<file path="config.mk">
export PLATFORM = sky130hd
export DESIGN_NAME = run_ctrl
export DESIGN_NICKNAME = d
export VERILOG_FILES = /design/src/rtl/run_ctrl.sv
export SDC_FILE = /design/constraint.sdc
export NUM_CORES = 1
export LEC_CHECK = 0
export CORE_AREA = 8 8 77 79
export CTS_CLUSTER_DIAMETER = 200
export CTS_CLUSTER_SIZE = 40
export DETAILED_ROUTE_END_ITERATION = 10
export DIE_AREA = 0 0 85 87
export GPL_TIMING_DRIVEN = 0
export PLACE_DENSITY = 0.79
export SLEW_MARGIN = 20
export SYNTH_ARGS = -nofsm -noshare
export SYNTH_HDL_FRONTEND = slang
export SYNTH_SLANG_ARGS = --single-unit
</file>
<file path="constraint.sdc">
create_clock -name Clk -period 5.5 [get_ports Clk]
set_input_delay 1.1 -clock Clk [delete_from_list [all_inputs] [get_ports Clk]]
set_output_delay 1.1 -clock Clk [all_outputs]
set_load 0.02 [all_outputs]
</file>
<file path="src/rtl/run_ctrl.sv">
// Run controller: turns the Start/Ack handshake into PC load/advance control,
// stretches load/store by MEM_LAT stall cycles and keeps per-run cycle/instruction counts.
module run_ctrl #(
    parameter int              PC_W       = 10,
    parameter int              MEM_LAT    = 1,
    parameter logic [PC_W-1:0] PROG_BASE0 = '0,
    parameter logic [PC_W-1:0] PROG_BASE1 = '0,
    parameter logic [PC_W-1:0] PROG_BASE2 = '0,
    parameter logic [PC_W-1:0] PROG_BASE3 = '0
) (
    input  logic            Clk,
    input  logic            Reset,
    input  logic            Start,
    input  logic [1:0]      ProgSel,
    input  logic            HaltInst,
    input  logic            MemInst,
    output logic            PcEn,
    output logic            PcLoad,
    output logic [PC_W-1:0] PcInit,
    output logic            WrGate,
    output logic            Ack,
    output logic [15:0]     CycleCt,
    output logic [15:0]     InstCt
);

    typedef enum logic [2:0] {IDLE, ARMED, LAUNCH, RUN, STALL, DONE} state_t;

    localparam logic [2:0] WAIT_INIT = 3'((MEM_LAT > 0) ? MEM_LAT - 1 : 0);
    localparam logic       HAS_LAT   = (MEM_LAT > 0);

    state_t          state, nextState;
    logic [2:0]      waitCt;
    logic [PC_W-1:0] pcInitQ;
    logic            latchSel, waitLoad, waitDec, haltCyc;
    logic [PC_W-1:0] selBase;

    always_comb begin
        case (ProgSel)
            2'd0:    selBase = PROG_BASE0;
            2'd1:    selBase = PROG_BASE1;
            2'd2:    selBase = PROG_BASE2;
            default: selBase = PROG_BASE3;
        endcase
    end

    always_ff @(posedge Clk or negedge Reset) begin
        if (!Reset) state <= IDLE;
        else        state <= nextState;
    end

    always_comb begin
        nextState = state;
        PcEn      = 1'b0;
        WrGate    = 1'b0;
        PcLoad    = 1'b0;
        latchSel  = 1'b0;
        waitLoad  = 1'b0;
        waitDec   = 1'b0;
        haltCyc   = 1'b0;
        case (state)
            IDLE, DONE: if (Start) nextState = ARMED;
            ARMED: begin
                if (!Start) begin
                    latchSel  = 1'b1;
                    nextState = LAUNCH;
                end
            end
            LAUNCH: begin
                PcLoad    = 1'b1;
                nextState = RUN;
            end
            RUN: begin
                // Abort beats halt, halt beats the memory stall.
                if (Start) nextState = ARMED;
                else if (HaltInst) begin
                    haltCyc   = 1'b1;
                    nextState = DONE;
                end else if (MemInst && HAS_LAT) begin
                    waitLoad  = 1'b1;
                    nextState = STALL;
                end else begin
                    PcEn   = 1'b1;
                    WrGate = 1'b1;
                end
            end
            STALL: begin
                if (Start) nextState = ARMED;
                else if (waitCt != 3'd0) waitDec = 1'b1;
                else begin
                    PcEn      = 1'b1;
                    WrGate    = 1'b1;
                    nextState = RUN;
                end
            end
            default: nextState = IDLE;
        endcase
    end

    always_ff @(posedge Clk or negedge Reset) begin
        if (!Reset) begin
            waitCt  <= '0;
            pcInitQ <= '0;
        end else begin
            if (waitLoad)     waitCt <= WAIT_INIT;
            else if (waitDec) waitCt <= waitCt - 3'd1;
            if (latchSel) pcInitQ <= selBase;
        end
    end

    // Counters clear on launch and only move while the program is executing.
    always_ff @(posedge Clk or negedge Reset) begin
        if (!Reset) begin
            CycleCt <= '0;
            InstCt  <= '0;
        end else if (state == LAUNCH) begin
            CycleCt <= '0;
            InstCt  <= '0;
        end else if (state == RUN || state == STALL) begin
            if (CycleCt != 16'hFFFF) CycleCt <= CycleCt + 16'd1;
            if ((PcEn || haltCyc) && InstCt != 16'hFFFF) InstCt <= InstCt + 16'd1;
        end
    end

    assign PcInit = pcInitQ;
    assign Ack    = (state == DONE);

endmodule
</file>
==> results.md, run 1 <==
* Outcome: completed
* Starting DRT DRC Count at 208
* Final HPWL DP at about 4.8 mm
* Sw Share at 0.381
* Antenna viol nets, final at 0
* Post-route minimum period at 4260 ps
* Area leader, netlist: dfrtp_1
* Die area at 7400 um2
* Flop2flop setup slack at 3210 ps
* Post-synth EDFFs at 0
* Leakage at 1.24 nW
* Post-layout util at 0.646
* Number of antenna diodes at 0
* RSZ-0062 raised after global routing: no
* Fin crit share at 0.775
* Number of global-route vias before repair at 2305
* Final Hold Fails at 0
* Share of cells above drive strength 1 at 0.147
* Synth cell count leaders: 38 x dfrtp_1, 21 x nand2_1, 20 x or4_1, 19 x a21oi_1, 13 x o31ai_1
* Setup crit start: Start
* Drt via density at 6.15
* Internal power at 0.584 mW
* Setup TNS at 0 ps
* CTS Buffer Depth at 2
* Starting density of the core at 0.517
* Area occupied by registers at 951 um2
* H-tree depth at 2
* Core Rows at 26
* Maximum clock rate at ~230 MHz
* Drt pass-1 iters at 4
* R2r worst-path depth at 5
* Critical path endpoint: WrGate
* Cts hold-fix bufs at 0
* Critical path class: in2out
* Post-synth top area share at 0.380
* Seq pwr share at 0.381
* Area of the multi-input gates at about 1400 um2
* Grt total ovfl at 0
* Avg WL per Cell at 17.1 um
* RD Place Congestion at 0.885
* DP Cell Count at approximately 380
* Fill cell count at 408
* Clk sink count at 38
* DRC viols at 0
* Area contributors post-synth: dfrtp_1 38%, or4_1 6.0%, o31ai_1 3.9%
* CTS buffer count at 5
* # port buffers at 40
* Post-CTS Resized at 0
* Sequential share of the synthesized area at 0.380
* Io pins at 53
* Layout Cells excl Fill at 383
* DRT Wirelength at between 6 and 7 mm
* Mapped Cells at about 270
* Die Ht at 87 um
* Worst slew pin tran at a little over 900 ps
* Reg clk slew, reported paths at 70 ps
* Worst EP arrival at about 3200 ps
* Post-synthesis instance area at 2500 um2
* FF-to-FF End: CycleCt[0]$_DFFE_PN0P_
* Hold Path Class: reg2reg
* Max VDD drop at 0.160 mV
* Clk network pwr share at 0.253
* Critical path endpoint category: primary output
* First-pass GRT wire length at 11.3 mm
* Worst Skew at 8.42 ps
* Logic pwr share at 0.366
* Async set-or-reset flop fraction in the synthesized netlist at 1.00
* PD cells at 301 nW/um2
* Worst-Skew Late Latency at roughly 300 ps
* CTS root buf: clkbuf_8
* Dominant synthesized flop cell: dfrtp_1
* Final Max Slew Viols at 0
* #FFs+latches synth at 38
* Relative max-transition margin at 0.389
* MaxCap Viol Count at 0
* Avg Cell Area, Syn at 9.31 um2
* Initial antenna violation count at 0
* Total track usage at 0.186
* Distinct cell type count after synthesis at 54
* CTS tree: done
* NumNets Final at roughly 340
* Die X at about 85 um
* Required time worst endpoint at ~4400 ps
* Min Hold Slack at 555 ps
* Core area at 4850 um2
* Worst Path Max Fanout at 5
* Synth warn at 0
* Post CTS Setup Buffer Count at 0
* Top-count cell post-synth: dfrtp_1
* DR vias at 2354
* Pin count of the biggest net entering global routing at 29
* Setup violators final at 0
* Area grow syn2layout at 25.1%
* Origin of the critical flop-to-flop path: CycleCt[0]$_DFFE_PN0P_
* Startpoint Class: input pin
* Switching power at 0.360 mW
worst min-delay path by stage:
| stage | slack (ps) | start | end | cells after the start |
|---|---|---|---|---|
| 6_report | 560 | waitCt[0]$_DFFE_PN0P_ | waitCt[0]$_DFFE_PN0P_ | 2 |
| 3_5_place_dp | 550 | waitCt[0]$_DFFE_PN0P_ | waitCt[0]$_DFFE_PN0P_ | 2 |
| 4_1_cts | 560 | waitCt[0]$_DFFE_PN0P_ | waitCt[0]$_DFFE_PN0P_ | 2 |
| 3_3_place_gp | 530 | waitCt[0]$_DFFE_PN0P_ | waitCt[0]$_DFFE_PN0P_ | 2 |
| 2_1_floorplan | 510 | waitCt[0]$_DFFE_PN0P_ | waitCt[0]$_DFFE_PN0P_ | 2 |
| 5_1_grt | 600 | waitCt[2]$_DFFE_PN0P_ | waitCt[2]$_DFFE_PN0P_ | 2 |
flip-flops by register name, indices dropped and copies added, names as in the netlist:
signal and count:
CycleCt 16, InstCt 16, state 3, waitCt 3
worst max-delay path, cell delays in order:
cell	delay, ps
clkdlybuf4s50_1	520
nand2b_1	240
or4_1	490
nand2_1	120
buf_4	100
clkdlybuf4s50_1	590
cells in the final DEF, fill, tap and decap left out, drive strengths merged, types with 5 or more instances in the layout:
master	synthesis	routed
nand3	10	10
dfrtp	38	38
clkdlybuf4s50	0	39
conb	1	10
nand4	10	10
a21oi	20	20
clkbuf	7	12
mux2i	8	8
nand2b	7	7
inv	8	8
buf	18	20
a211oi	7	7
nor3	5	5
nor2	8	8
nand2	22	22
o31ai	13	13
or4	20	20
or2	7	7
o21ai	8	8
nor4	5	5
through the flow:
step                      instance area [um2]  setup WS, ps  total power [mW]
after floorplan                          2540          2330             0.582
after global placement                   3010          1290             0.698
after detailed placement                 3020          1250             0.709
after CTS                                3130          1240             0.946
after global routing                     3130          1150             0.998
final                                    3130          1240             0.943
cell type report:
type / instances / area share
Multi-Input combinational cell: 207 / 0.446
Sequential cell: 38 / 0.304
Timing Repair Buffer: 41 / 0.133
Inverter: 8 / 0.00958
Buffer: 25 / 0.0507
Tap cell: 56 / 0.0224
Clock inverter: 3 / 0.0128
Clock buffer: 5 / 0.0220
per-layer routing:
metal / track usage / vias to the layer above / share of wire
li1: - / 1122 / -
met1: 0.225 / 1149 / 0.43
met2: 0.315 / 74 / 0.49
met3: 0.0491 / 9 / 0.062
met4: 0.0583 / 0 / 0.014
met5: 0 / - / 0
cells by family after synthesis:
kind of cell               synth area share
buffers and inverters                0.0754
muxes                                0.0365
DFF                                   0.380
adders and majority gates            0.0200
other                               0.00150
xor gates and xnor gates            0.00699
AOI/OAI and AO/OA                     0.179
and+or+nand+nor                       0.301
power groups by stage:
| stage | Clock (mW) | Combinational [mW] | Sequential, mW |
|---|---|---|---|
| 3_3_place_gp | 0 | 0.336 | 0.362 |
| 5_1_grt | 0.250 | 0.381 | 0.366 |
| 4_1_cts | 0.242 | 0.345 | 0.359 |
| 2_1_floorplan | 0 | 0.204 | 0.378 |
| 6_report | 0.239 | 0.345 | 0.359 |
| 3_5_place_dp | 0 | 0.345 | 0.364 |
Note: power is estimated with default switching activity, not from simulation.
==> run 2: changes to the inputs <==
Settings changed: CORE_AREA 8 8 77 79 to 8 8 80 82, DIE_AREA 0 0 85 87 to 0 0 88 90, PLACE_DENSITY 0.79 to 0.73.
Clock period 5.5 ns to 4.4 ns, I/O delays scaled along.
==> run 2 against run 1 <==
  * Total power is 25% higher
  * Design area grew 0.64%
  * Clock-buffer cell count unchanged
  * Highest routed layer unchanged
  * Critical endpoint unchanged
==> results.md, run 2 (same netlist as run 1, synthesis figures left out) <==
* Outcome: completed
* Clk sink count at 38
* CP dominant cell by count: clkdlybuf4s50_1
* DR vias at 2303
* Post CTS Setup Buffer Count at 0
* Layout Cells excl Fill at 399
* Fin crit share at 0.854
* H-tree depth at 2
* Setup violators final at 0
* DRT Wirelength at 6.29 mm
* Reg clk slew, reported paths at 80 ps
* Worst EP arrival at approximately 2900 ps
* DRC viols at 0
* Hold Path Class: in2async
* First-pass GRT wire length at roughly 10 mm
* Die area at 7920 um2
* Maximum clock rate at between 200 and 300 MHz
* Post-layout util at 0.602
* Biggest regs: CycleCt: 16 flops, InstCt: 16 flops
* Drt via density at between 5 and 6
* Core Rows at 27
* Starting density of the core at 0.478
* Critical path endpoint category: primary output
* Drt pass-1 iters at 4
* Max VDD drop at 0.213 mV
* Final HPWL DP at 4.61 mm
* Post-CTS Resized at 0
* Startpoint Class: input pin
* Pin count of the biggest net entering global routing at 30
* Slowest cell on the critical path: clkdlybuf4s50_1
* Cell breakdown of the critical path: clkdlybuf4s50_1 -> nand2b_1 -> or4_1 -> nand2_1 -> buf_4 -> clkdlybuf4s50_1
* Relative max-transition margin at 0.446
* Worst slew pin tran at 825 ps
* Fill cell count at 473
* MaxCap Viol Count at 0
* Leakage at between 1 and 1.5 nW
* Avg WL per Cell at 15.8 um
* PD cells at 374 nW/um2
* Grt total ovfl at 0
* Number of global-route vias before repair at 2238
* CTS tree: done
* Initial antenna violation count at 0
* RD Place Congestion at 0.898
* Antenna viol nets, final at 0
* Commonest non-fill, non-tap cells in the layout: 39 x clkdlybuf4s50_1, 38 x dfrtp_1, 21 x nand2_1
* CP max stage delay at 590 ps
* Cts hold-fix bufs at 0
* DP Cell Count at 391
* Number of antenna diodes at 0
* CTS root buf: clkbuf_8
* Die Ht at ~90 um
* NumNets Final at 337
* RSZ-0062 raised after global routing: no
* Worst-Skew Late Latency at 300 ps
* Min Hold Slack at ~430 ps
* Total track usage at 0.162
* Worst Skew at 8.99 ps
* # port buffers at 40
* Most common cell after layout, fill and taps aside: clkdlybuf4s50_1
* Final Hold Fails at 0
* Required time worst endpoint at about 3500 ps
* Starting DRT DRC Count at 174
* Worst Path Max Fanout at 5
* CTS Buffer Depth at 2
* Origin of the critical flop-to-flop path: CycleCt[0]$_DFFE_PN0P_
* Post-route minimum period at 3760 ps
* Setup TNS at 0 ps
* Setup crit start: Start
* Critical path class: in2out
* Die X at 88 um
* Io pins at 53
* Share of cells above drive strength 1 at 0.147
* Area grow syn2layout at 25.9%
* Pwr Total at 1.18 mW
* Core area at 5240 um2
* CTS buffer count at 5
* Final Max Slew Viols at 0
[run 2: path summary, 6_finish.rpt]
kind                                                 to  slack, ps  depth (start not counted)
min in group Clk                  waitCt[0]$_DFFE_PN0P_        560                          2
worst max register to register   CycleCt[0]$_DFFE_PN0P_       2170                          5
worst max-delay path                             WrGate        640                          6
max in group asynchronous        CycleCt[6]$_DFFE_PN0P_       3540                          2
worst min-delay path            CycleCt[15]$_DFFE_PN0P_        430                          1
worst min register to register    waitCt[0]$_DFFE_PN0P_        560                          2
[run 2: report_power, final]
part           leakage [nW]  switching [mW]  internal [mW]
clock network        0.0579           0.138          0.167
registers             0.521          0.0587          0.386
logic                 0.664           0.251          0.177
[run 2: worst max-delay path: cells and delay by family]
kind          cells  cell delay, ps
buf+inv           3            1190
simple gates      3             800
[run 2: final cells by class]
class | instances | area, um2 | area share
repair buffers | 41 | 415 | 0.132
multi-input cells | 207 | 1400 | 0.444
flip-flops and latches | 38 | 951 | 0.302
well taps | 72 | 90.1 | 0.0286
clock inverters | 3 | 40.0 | 0.0127
inverters | 8 | 30.0 | 0.00952
clock buffers | 5 | 68.8 | 0.0218
plain buffers | 25 | 159 | 0.0504
[run 2: metrics by stage]
step           area (um2)  setup slack (ps)
2_1_floorplan        2540              1670
3_3_place_gp         3030               624
3_5_place_dp         3040               631
4_1_cts              3150               626
5_1_grt              3150               462
6_report             3150               644
[run 2: routing by layer]
layer / GRT usage / share of wire
met5: 0 / 0
met4: 0.0574 / 0.012
met3: 0.0446 / 0.066
met2: 0.257 / 0.48
met1: 0.202 / 0.44
